--- src/rtl/shift_tx_pkg.sv ---
// shift_tx_pkg: shared types and helpers for the serial-transmit controller.
//   state_e : controller FSM states (IDLE, SHIFT, DONE)
//   cnt_w   : counter width for a count range of v, $clog2-based, never below 1
package shift_tx_pkg;

  typedef enum logic [1:0] {
    IDLE  = 2'd0,
    SHIFT = 2'd1,
    DONE  = 2'd2
  } state_e;

  function automatic int cnt_w(input int v);
    return ($clog2(v) < 1) ? 1 : $clog2(v);
  endfunction

endpackage

--- src/rtl/shift_reg_en.sv ---
// shift_reg_en: N-bit right-shift register with parallel load.
//   clk, reset : clock, synchronous active-high reset (clears to 0)
//   load       : capture p_in (wins over shift_en)
//   shift_en   : shift right one place, s_in entering the MSB
//   s_in       : serial input bit
//   p_in       : parallel load value
//   p_out      : register contents
//   s_out      : LSB of the register
module shift_reg_en #(
  parameter int N = 8
) (
  input  logic         clk,
  input  logic         reset,
  input  logic         load,
  input  logic         shift_en,
  input  logic         s_in,
  input  logic [N-1:0] p_in,
  output logic [N-1:0] p_out,
  output logic         s_out
);

  logic [N-1:0] q_q, q_d;

  always_comb begin
    q_d = q_q;
    if (load)          q_d = p_in;
    else if (shift_en) q_d = {s_in, q_q[N-1:1]};
  end

  always_ff @(posedge clk) begin
    if (reset) q_q <= '0;
    else       q_q <= q_d;
  end

  assign p_out = q_q;
  assign s_out = q_q[0];

endmodule

--- src/rtl/shift_tx_ctrl.sv ---
// shift_tx_ctrl: serializes N-bit words LSB-first, each bit held DIV clocks.
//   clk, reset : clock, synchronous active-high reset
//   in_valid   : producer offers in_data
//   in_data    : parallel word (captured on in_valid & in_ready)
//   in_ready   : high only in IDLE
//   s_out      : serial data, 0 when not shifting
//   s_valid    : s_out carries a data bit
//   busy       : high in SHIFT and DONE
//   done       : one-cycle pulse after the last bit's full period
// Outputs are pure decodes of state and the register LSB, so nothing on the
// input side reaches an output combinationally.
module shift_tx_ctrl
  import shift_tx_pkg::*;
#(
  parameter int N   = 8,
  parameter int DIV = 4
) (
  input  logic         clk,
  input  logic         reset,
  input  logic         in_valid,
  input  logic [N-1:0] in_data,
  output logic         in_ready,
  output logic         s_out,
  output logic         s_valid,
  output logic         busy,
  output logic         done
);

  localparam int BW = cnt_w(N);
  localparam int DW = cnt_w(DIV);

  state_e          state_q, state_d;
  logic [BW-1:0]   bit_cnt_q, bit_cnt_d;
  logic [DW-1:0]   div_cnt_q, div_cnt_d;
  logic            load, shift_en, sr_lsb;
  logic [N-1:0]    sr_par;
  logic            unused_par;

  shift_reg_en #(.N(N)) u_sr (
    .clk      (clk),
    .reset    (reset),
    .load     (load),
    .shift_en (shift_en),
    .s_in     (1'b0),
    .p_in     (in_data),
    .p_out    (sr_par),
    .s_out    (sr_lsb)
  );

  // Parallel view of the register is not needed here.
  assign unused_par = ^sr_par;

  always_comb begin
    state_d   = state_q;
    bit_cnt_d = bit_cnt_q;
    div_cnt_d = div_cnt_q;
    load      = 1'b0;
    shift_en  = 1'b0;
    case (state_q)
      IDLE: begin
        if (in_valid) begin
          load      = 1'b1;
          bit_cnt_d = '0;
          div_cnt_d = '0;
          state_d   = SHIFT;
        end
      end
      SHIFT: begin
        if (div_cnt_q == DW'(DIV - 1)) begin
          div_cnt_d = '0;
          // Last bit: leave the register alone, it is cleared on next load.
          if (bit_cnt_q == BW'(N - 1)) begin
            state_d = DONE;
          end else begin
            shift_en  = 1'b1;
            bit_cnt_d = bit_cnt_q + BW'(1);
          end
        end else begin
          div_cnt_d = div_cnt_q + DW'(1);
        end
      end
      DONE:    state_d = IDLE;
      default: state_d = IDLE;
    endcase
  end

  always_ff @(posedge clk) begin
    if (reset) begin
      state_q   <= IDLE;
      bit_cnt_q <= '0;
      div_cnt_q <= '0;
    end else begin
      state_q   <= state_d;
      bit_cnt_q <= bit_cnt_d;
      div_cnt_q <= div_cnt_d;
    end
  end

  assign in_ready = (state_q == IDLE);
  assign s_valid  = (state_q == SHIFT);
  assign busy     = (state_q == SHIFT) || (state_q == DONE);
  assign done     = (state_q == DONE);
  assign s_out    = s_valid & sr_lsb;

endmodule

--- config.mk ---
export PLATFORM = sky130hd
export DESIGN_NAME = shift_tx_ctrl
export DESIGN_NICKNAME = d
export VERILOG_FILES = /design/src/rtl/shift_tx_pkg.sv /design/src/rtl/shift_reg_en.sv /design/src/rtl/shift_tx_ctrl.sv
export SDC_FILE = /design/constraint.sdc
export NUM_CORES = 1
export LEC_CHECK = 0
export BUFFER_PORTS_ARGS = -buffer_cell sky130_fd_sc_hd__buf_4
export CAP_MARGIN = 15
export CORE_ASPECT_RATIO = 1.2
export CORE_MARGIN = 3
export CORE_UTILIZATION = 35
export CTS_CLUSTER_DIAMETER = 80
export DETAILED_ROUTE_END_ITERATION = 10
export PLACE_DENSITY = 0.62
export SYNTH_ARGS = -nofsm -noshare
export SYNTH_HDL_FRONTEND = slang
export SYNTH_HIERARCHICAL = 1
export SYNTH_SLANG_ARGS = --single-unit
--- constraint.sdc ---
create_clock -name clk -period 2.9 [get_ports clk]
set_clock_uncertainty 0.15 [all_clocks]
set_input_delay 0.145 -clock clk [delete_from_list [all_inputs] [get_ports clk]]
set_output_delay 0.145 -clock clk [all_outputs]
set_load 0.05 [all_outputs]
==> reports/metrics.csv, run 1 <==
stage,metric,value,unit
status,status,completed,
timing,setup ws final,0.9770,ns
cells_and_area,area of the multi-input gates,488.0,um^2
critical_path,FF-to-FF End,bit_cnt_q[0],
critical_path,buffers and inverters on the worst path,2,
power_and_ir_drop,switching power,0.1812,mW
clock_tree,Clock Path Buffers,2,
placed_design,Port-buffer cells,15,
critical_path,CP dominant cell by count,inv_1,
critical_path,R2R setup slack,0.98,ns
detailed_routing,WL/cell,12.47,um
floorplanning,core area,2162,um^2
detailed_routing,WL final,1.671,mm
detailed_routing,"antenna viol nets, final",0,
timing,Pins Over Slew Limit,0,
timing,Peak Freq,520.0,MHz
synth,mapped cell area,834.6,um^2
critical_path,"slowest stage delay, CP",0.51,ns
critical_path,CP max stage cell,or4b_1,
power_and_ir_drop,Leakage,0.4079,nW
global_routing,GRT Residual Overflow,0,
power_and_ir_drop,power per cell area,520.9,nW/um^2
floorplanning,die width,50.58,um
power_and_ir_drop,share of power burned in registers,45.4,%
detailed_routing,1st-iter DRT viols,10,
timing,post-layout minimum cycle time,1.923,ns
clock_tree,CTS root buf,clkbuf_4,
critical_path,Worst Path Required,2.96,ns
power_and_ir_drop,worst ir drop on vdd,0.2690,mV
power_and_ir_drop,P_int,0.3428,mW
timing,Final Setup Violations,0,
critical_path,worst reg2reg path depth,5,
timing,RSZ-0062 raised after global routing,false,
clock_tree,Clock Latency Late Sink,0.29,ns
floorplanning,num rows,18,
detailed_routing,Pre-Repair DR Iteration Count,4,
placed_design,dpl ws,0.9858,ns
clock_tree,Post-CTS Hold Buffers,1,
min_path,cell count of the worst hold path,2,
critical_path,Crit path max-delay family,simple AND/OR/NAND/NOR gates,
detailed_routing,vias,680,
critical_path,critical-path cell list,"inv_1, ha_1, inv_1, or4b_1, a31oi_1",
synth,Ys Warns,6,
critical_path,Setup crit start kind,register,
cells_and_area,Final nets,123,
detailed_routing,vias per cell,5.075,
global_routing,first-pass GRT wire length,2.980,mm
cells_and_area,Final Non-Filler Cells,134,
cells_and_area,layout cell share with drive strength beyond 1,25.96,%
global_routing,initial antenna violation count,0,
synth,syn_nets,105,
power_and_ir_drop,Logic pwr share,31.8,%
critical_path,Setup CP Type,reg2reg,
clock_tree,CTS tree,yes,
cells_and_area,FF/Latch Area,300.3,um^2
critical_path,top fanout value on the critical path,12,
floorplanning,IO Pins,16,
power_and_ir_drop,sw frac,34.57,%
global_routing,vias in the first global route,688,
floorplanning,Starting Density,38.60,%
placed_design,placed cells,129,
critical_path,CP Capture Type,register,
clock_tree,CTS buffer count,3,
critical_path,Worst R2R Start,state_q[1],
cells_and_area,number of fill cells,234,
clock_tree,clock-pin slew on the worst setup and hold paths,0.09,ns
min_path,Hold WC Path Type,in2reg,
min_path,Hold EP,u_sr/p_out[6],
power_and_ir_drop,Clock Power Share,22.8,%
timing,Setup Total Neg Slack,0,ns
min_path,Hold Path Origin,reset,
floorplanning,die area,3009,um^2
detailed_routing,Post-route DRC,0,
synth,Syn Inst Count,87,
synth,syn_area_per_cell,9.593,um^2
timing,period utilisation layout,66.31,%
critical_path,crit path DAT,1.98,ns
global_routing,GRT Util Overall,13.31,%
clock_tree,setup bufs post-CTS,0,
global_routing,largest net degree at the start of global routing,18,
placed_design,RePlAce Congestion,0.7526,
cells_and_area,Layout area overhead,20.54,%
clock_tree,post-cts gate resize count,0,
cells_and_area,n_diodes,0,
timing,Final Hold Fails,0,
placed_design,Post-DP HPWL,1.267,mm
clock_tree,clk sinks,15,
clock_tree,H-tree levels,1,
floorplanning,Die Height,59.49,um
flow_run,max_cap viols,0,
## per-stage QoR
stage                     hold WS [ns]  util [%]  power, mW  area, um^2
after floorplan                 0.1860         -     0.3656       834.6
after detailed placement        0.3121     44.79     0.4097       968.4
after global routing           0.02282     46.53     0.5569        1006
final                         0.005356     46.53     0.5240        1006
after global placement          0.3068     44.79     0.4054       968.4
after CTS                     0.002116     46.53     0.5307        1006
## registers in the layout, indices dropped and copies added (netlist names)
| register | flops |
|---|---|
| state_q | 2 |
| u_sr/p_out | 8 |
| div_cnt_q | 2 |
| bit_cnt_q | 3 |
## routing by layer
metal / track usage, % / vias up / wire length, um / part of all wire, %
met2: 21.83 / 14 / 802 / 48
met1: 15.30 / 314 / 753 / 45
met5: 0 / - / 0 / 0
met4: 9.615 / 0 / 48 / 2.9
li1: - / 346 / - / -
met3: 2.771 / 6 / 66 / 3.9
## power by group through the flow
| stage | Sequential (mW) | Clock (mW) | Combinational [mW] |
|---|---|---|---|
| 3_5_place_dp | 0.243 | 0 | 0.167 |
| 3_3_place_gp | 0.242 | 0 | 0.164 |
| 4_1_cts | 0.238 | 0.124 | 0.169 |
| 2_1_floorplan | 0.239 | 0 | 0.127 |
| 5_1_grt | 0.241 | 0.130 | 0.186 |
| 6_report | 0.238 | 0.119 | 0.167 |
## worst reg2reg max path, stage by stage (launching register included)
cell and delay (ns):
dfxtp_1 0.33, inv_1 0.12, ha_1 0.42, inv_1 0.12, or4b_1 0.51, a31oi_1 0.20
## area by class of cell
| class | count | area share [%] |
|---|---|---|
| Tap cell | 30 | 3.731 |
| Clock buffer | 3 | 2.239 |
| Sequential cell | 15 | 29.85 |
| Clock inverter | 1 | 0.4975 |
| Multi-Input combinational cell | 62 | 48.51 |
| Timing Repair Buffer | 17 | 12.94 |
| Inverter | 6 | 2.239 |
## how the worst max path moves through the flow
stage	start	to	slack [ns]	cells after the start
finish	state_q[1]	bit_cnt_q[0]	0.98	5
global route	state_q[1]	u_sr/p_out[1]	0.84	7
CTS	state_q[1]	bit_cnt_q[0]	0.96	5
detailed placement	state_q[1]	bit_cnt_q[0]	0.99	5
global placement	state_q[1]	bit_cnt_q[0]	1.10	5
floorplan	state_q[1]	state_q[1]	0.97	6
## placed cells by master, fill, tap and decap left out
| cell type | n |
|---|---|
| or4b_1 | 1 |
| nor2b_1 | 8 |
| a21bo_2 | 1 |
| dfxtp_1 | 15 |
| nand2_1 | 1 |
| clkinv_2 | 1 |
| nor4_1 | 1 |
| a31oi_1 | 1 |
| a21oi_1 | 4 |
| nand3b_1 | 2 |
| or2b_2 | 1 |
| a32oi_1 | 1 |
| conb_1 | 1 |
| clkbuf_4 | 3 |
| nand3_1 | 2 |
| inv_1 | 5 |
| ha_1 | 7 |
| nor2_1 | 2 |
| nand2b_1 | 3 |
| buf_4 | 16 |
| a211oi_1 | 9 |
| dlygate4sd3_1 | 1 |
| nor3_1 | 1 |
| and3_2 | 1 |
| a31o_2 | 1 |
| a21o_2 | 1 |
| and2_1 | 1 |
| inv_2 | 1 |
| mux2i_1 | 11 |
| and2_2 | 1 |
No activity file was read; power rests on OpenSTA's default activity.
==> run 2: changes to the inputs <==
--- a/config.mk
+++ b/config.mk
@@ -12,7 +12,7 @@
 export CORE_UTILIZATION = 35
 export CTS_CLUSTER_DIAMETER = 80
 export DETAILED_ROUTE_END_ITERATION = 10
-export PLACE_DENSITY = 0.62
+export PLACE_DENSITY = 0.64
 export SYNTH_ARGS = -nofsm -noshare
 export SYNTH_HDL_FRONTEND = slang
 export SYNTH_HIERARCHICAL = 1
==> constraint.sdc (replaced) <==
create_clock -name clk -period 1.5 [get_ports clk]
set_clock_uncertainty 0.15 [all_clocks]
set_input_delay 0.075 -clock clk [delete_from_list [all_inputs] [get_ports clk]]
set_output_delay 0.075 -clock clk [all_outputs]
set_load 0.05 [all_outputs]
==> run 2 against run 1 <==
Compared with the run above: the run now ends with negative setup slack left; fmax grew 16%; cell count grew 19%; flip-flop and latch count is the same; wire length grew 29%; global-route usage grew 1.7 points; critical path depth is the same; die area is the same; utilization grew 16 points; non-clock buffer count grew 25; critical endpoint unchanged; highest routed layer unchanged.
==> reports/metrics.csv, run 2 (synthesis results as in run 1) <==
stage,metric,value,unit
placed_design,Post-DP HPWL,1.423,mm
floorplanning,IO Pins,16,
clock_tree,clk sinks,15,
detailed_routing,WL final,2.152,mm
min_path,Hold Path Origin,div_cnt_q[1],
timing,Hold Slack,0.3472,ns
global_routing,vias in the first global route,823,
clock_tree,Clock Path Buffers,2,
status,failing checks,negative setup slack,
critical_path,worst reg2reg path depth,5,
critical_path,Setup CP Type,reg2reg,
clock_tree,CTS buffer count,3,
critical_path,Setup crit start kind,register,
floorplanning,die width,50.58,um
placed_design,RePlAce Congestion,0.6973,
power_and_ir_drop,Leakage,0.5367,nW
power_and_ir_drop,Total Power,1.187,mW
clock_tree,H-tree levels,1,
timing,post-layout minimum cycle time,1.654,ns
floorplanning,die area,3009,um^2
cells_and_area,Final nets,148,
timing,Final Hold Fails,0,
global_routing,GRT Residual Overflow,0,
critical_path,crit path DAT,1.71,ns
floorplanning,Starting Density,38.60,%
global_routing,first-pass GRT wire length,3.429,mm
flow_run,max_cap viols,0,
critical_path,CP Capture Type,register,
cells_and_area,n_diodes,0,
detailed_routing,Post-route DRC,0,
floorplanning,core area,2162,um^2
min_path,cell count of the worst hold path,2,
status,status,finished with violations,
detailed_routing,1st-iter DRT viols,8,
cells_and_area,layout cell share with drive strength beyond 1,46.51,%
detailed_routing,WL/cell,13.53,um
detailed_routing,Pre-Repair DR Iteration Count,4,
clock_tree,clock-pin slew on the worst setup and hold paths,0.09,ns
cells_and_area,most frequent cells in the layout,"26 x buf_4, 11 x mux2i_1, 11 x dfxtp_1, 10 x dlygate4sd3_1, 9 x a211oi_1",
min_path,Hold WC Path Type,reg2reg,
placed_design,Port-buffer cells,15,
detailed_routing,"antenna viol nets, final",0,
cells_and_area,Layout area overhead,63.12,%
timing,Peak Freq,604.7,MHz
power_and_ir_drop,worst ir drop on vdd,0.6642,mV
clock_tree,CTS tree,yes,
global_routing,largest net degree at the start of global routing,18,
placed_design,dpl ws,-0.1889,ns
global_routing,GRT Util Overall,14.96,%
timing,Setup Total Neg Slack,-1.262,ns
detailed_routing,vias,767,
cells_and_area,max FFs per register,8,
global_routing,initial antenna violation count,0,
timing,period utilisation layout,110.2,%
timing,Pins Over Slew Limit,0,
power_and_ir_drop,power per cell area,872.2,nW/um^2
detailed_routing,vias per cell,4.824,
critical_path,R2R setup slack,-0.15,ns
critical_path,FF-to-FF End,bit_cnt_q[0],
critical_path,top fanout value on the critical path,3,
floorplanning,num rows,18,
timing,Final Setup Violations,16,
clock_tree,Clock Latency Late Sink,0.29,ns
cells_and_area,"most common cell after layout, fill and taps aside",buf_4,
min_path,Hold EP,div_cnt_q[1],
timing,RSZ-0062 raised after global routing,true,
floorplanning,Die Height,59.49,um
critical_path,Worst Path Required,1.56,ns
critical_path,Worst R2R Start,bit_cnt_q[0],
clock_tree,CTS root buf,clkbuf_4,
timing,setup ws final,-0.1536,ns
## run 2: critical path, stage by stage (launching register included)
cell	delay, ns
dfxtp_2	0.35
ha_4	0.16
ha_4	0.15
nand2b_4	0.15
or4b_1	0.48
a31oi_1	0.15
## run 2: cell type report
cell class,instances,area (um^2)
tap,30,37.54
clock inverter,1,5.005
inverter,6,27.53
sequential,15,307.8
multi-input combinational,62,594.3
fill,188,800.8
timing repair buffer,42,366.6
clock buffer,3,22.52
## run 2: metrics by stage
step	utilization (%)	std cells	cell area, um^2
floorplan	-	87	885.9
finish	62.96	159	1361
detailed placement	50.35	139	1089
global placement	50.35	139	1089
global route	62.96	159	1361
CTS	59.38	155	1284
## run 2: per-layer routing
| metal | routed length [um] | track usage [%] | part of all wire (%) |
|---|---|---|---|
| met5 | 0 | 0 | 0 |
| met4 | 9 | 2.308 | 0.42 |
| met3 | 79 | 4.786 | 3.7 |
| met2 | 1179 | 30.22 | 55 |
| met1 | 884 | 14.90 | 41 |
## run 2: worst max path at each step
| stage | cells past startpoint | from | endpoint | slack, ns |
|---|---|---|---|---|
| final | 5 | bit_cnt_q[0] | bit_cnt_q[0] | -0.15 |
| after global routing | 5 | bit_cnt_q[0] | bit_cnt_q[0] | -0.21 |
| after CTS | 5 | bit_cnt_q[0] | bit_cnt_q[0] | -0.16 |
| after detailed placement | 5 | bit_cnt_q[0] | bit_cnt_q[0] | -0.19 |
| after global placement | 7 | bit_cnt_q[0] | u_sr/p_out[7] | -0.12 |
| after floorplan | 5 | state_q[0] | bit_cnt_q[0] | -0.1 |
## run 2: what timing repair did
action,4_1_cts,5_1_grt
endpoints found under the hold margin,13,0
hold buffers,10,0
cloned,0,0
setup endpoints to repair,15,15
pin swaps,10,5
setup buffers,2,4
resized for setup,13,10
## run 2: where the power goes
part           switching [mW]  total [mW]  internal [mW]  leakage [nW]
clock network           0.138       0.238         0.0991        0.0177
logic                   0.242       0.485          0.243         0.394
registers              0.0274       0.465          0.438         0.125
total                   0.408        1.19          0.780         0.537
==> run 3: changes to the inputs <==
--- a/config.mk
+++ b/config.mk
@@ -13,6 +13,7 @@
 export CTS_CLUSTER_DIAMETER = 80
 export DETAILED_ROUTE_END_ITERATION = 10
 export PLACE_DENSITY = 0.64
+export SETUP_SLACK_MARGIN = 0.5
 export SYNTH_ARGS = -nofsm -noshare
 export SYNTH_HDL_FRONTEND = slang
 export SYNTH_HIERARCHICAL = 1
==> run 3 against run 2 <==
Compared with the run above: the flow finishes with violations (negative hold slack, negative setup slack); combinational power rose by 13%; critical path depth did not move; total power rose by 6.1%; global-route usage rose by 0.49 points; cell count fell by 1.9%; worst hold slack got worse by 0.42 ns; clock power rose by 4%; die area did not move; via count rose by 1.2%; setup slack got worse by 0.052 ns.
==> reports/metrics.csv, run 3 (synthesis results as in run 1) <==
stage,metric,value,unit
status,failing checks,"negative hold slack, negative setup slack",
power_and_ir_drop,P_int,0.8203,mW
cells_and_area,n_diodes,0,
timing,Final Setup Violations,16,
detailed_routing,WL final,2.154,mm
placed_design,dpl cell area,1091,um^2
critical_path,CP dominant cell by count,ha_4,
floorplanning,die area,3009,um^2
detailed_routing,WL/cell,13.81,um
critical_path,critical-path cell list,"ha_4, ha_4, nand2b_4, or4b_4, a31oi_4",
cells_and_area,Layout area overhead,67.92,%
floorplanning,num rows,18,
critical_path,"slowest stage delay, CP",0.50,ns
power_and_ir_drop,share of power burned in registers,36.7,%
floorplanning,Starting Density,38.60,%
cells_and_area,Final nets,145,
placed_design,Port-buffer cells,15,
detailed_routing,vias,776,
detailed_routing,1st-iter DRT viols,6,
timing,Hold Slack,-0.07239,ns
min_path,Hold WC Path Type,in2reg,
critical_path,Setup CP Type,reg2reg,
power_and_ir_drop,Total Power,1.259,mW
power_and_ir_drop,switching power,0.4390,mW
floorplanning,IO Pins,16,
critical_path,CP max stage cell,or4b_4,
detailed_routing,Post-route DRC,0,
placed_design,RePlAce Congestion,0.7145,
clock_tree,H-tree levels,1,
cells_and_area,"Design Area, Final",1401,um^2
critical_path,Crit path max-delay family,simple AND/OR/NAND/NOR gates,
floorplanning,Die Height,59.49,um
timing,setup ws final,-0.2051,ns
cells_and_area,max FFs per register,8,
clock_tree,Clock Path Buffers,2,
critical_path,crit path DAT,1.78,ns
power_and_ir_drop,Logic pwr share,43.6,%
global_routing,GRT Util Overall,15.45,%
critical_path,Worst Path Required,1.57,ns
clock_tree,clock-pin slew on the worst setup and hold paths,0.10,ns
detailed_routing,Pre-Repair DR Iteration Count,2,
critical_path,CP Capture Type,register,
timing,Final Hold Fails,13,
placed_design,dpl ws,-0.1891,ns
floorplanning,core area,2162,um^2
clock_tree,Clock Latency Late Sink,0.30,ns
cells_and_area,most frequent cells in the layout,"21 x buf_4, 11 x dfxtp_1, 10 x mux2i_1, 8 x nor2b_1, 8 x a211oi_1",
global_routing,initial antenna violation count,0,
placed_design,Post-DP HPWL,1.314,mm
timing,Setup Total Neg Slack,-1.673,ns
global_routing,first-pass GRT wire length,3.463,mm
timing,Peak Freq,586.5,MHz
clock_tree,CTS tree,yes,
floorplanning,die width,50.58,um
clock_tree,CTS root buf,clkbuf_4,
flow_run,max_cap viols,0,
detailed_routing,vias per cell,4.974,
power_and_ir_drop,power per cell area,898.7,nW/um^2
timing,period utilisation layout,113.7,%
detailed_routing,"antenna viol nets, final",0,
power_and_ir_drop,Leakage,0.5310,nW
global_routing,vias in the first global route,806,
clock_tree,CTS buffer count,3,
timing,Pins Over Slew Limit,0,
global_routing,GRT Residual Overflow,0,
power_and_ir_drop,sw frac,34.86,%
critical_path,Setup crit start kind,register,
global_routing,largest net degree at the start of global routing,18,
timing,post-layout minimum cycle time,1.705,ns
status,status,finished with violations,
clock_tree,clk sinks,15,
power_and_ir_drop,worst ir drop on vdd,0.5857,mV
timing,RSZ-0062 raised after global routing,true,
cells_and_area,layout cell share with drive strength beyond 1,52.38,%
critical_path,top fanout value on the critical path,3,
critical_path,buffers and inverters on the worst path,0,
cells_and_area,"most common cell after layout, fill and taps aside",buf_4,
power_and_ir_drop,Clock Power Share,19.7,%
==> run 3: layer usage <==
| metal | up-vias | routed length (um) | track usage [%] |
|---|---|---|---|
| met5 | - | 0 | 0 |
| met2 | 21 | 1101 | 26.49 |
| met4 | 0 | 93 | 8.077 |
| li1 | 389 | - | - |
| met1 | 357 | 884 | 17.87 |
| met3 | 9 | 74 | 3.526 |
==> run 3: final timing paths <==
check | from | end | slack (ns) | depth (start not counted)
setup / recovery | bit_cnt_q[1] | bit_cnt_q[0] | -0.21 | 5
hold / removal | reset | state_q[1] | -0.07 | 2
hold reg to reg | bit_cnt_q[1] | bit_cnt_q[1] | 0.36 | 2
setup reg to reg | bit_cnt_q[1] | bit_cnt_q[0] | -0.21 | 5
==> run 3: layout make-up <==
cell class	count	area [um^2]
Clock buffer	3	22.52
Clock inverter	1	5.005
Fill cell	183	760.7
Inverter	6	27.53
Multi-Input combinational cell	62	630.6
Sequential cell	15	307.8
Tap cell	30	37.54
Timing Repair Buffer	39	370.4
==> run 3: per-stage QoR <==
stage	utilization (%)	hold WS, ns	cells
2_1_floorplan	-	0.1160	87
3_3_place_gp	50.46	0.2302	139
3_5_place_dp	50.46	0.2297	139
4_1_cts	60.53	-0.09506	152
5_1_grt	64.81	-0.07254	156
6_report	64.81	-0.07239	156
==> run 3: power groups by stage <==
stage          sequential (mW)  combinational [mW]  clock [mW]
6_report                 0.462               0.549       0.248
5_1_grt                  0.467               0.592       0.273
4_1_cts                  0.463               0.496       0.251
3_5_place_dp             0.470               0.398           0
3_3_place_gp             0.470               0.391           0
2_1_floorplan            0.467               0.289           0
==> run 3: repair_timing <==
| item | CTS | global route |
|---|---|---|
| buffers inserted | 4 | 2 |
| setup endpoints to repair | 20 | 20 |
| endpoints found under the hold margin | 13 | 13 |
| pin swaps | 13 | 4 |
| gates resized for setup | 26 | 12 |
| hold buffers | 5 | 2 |
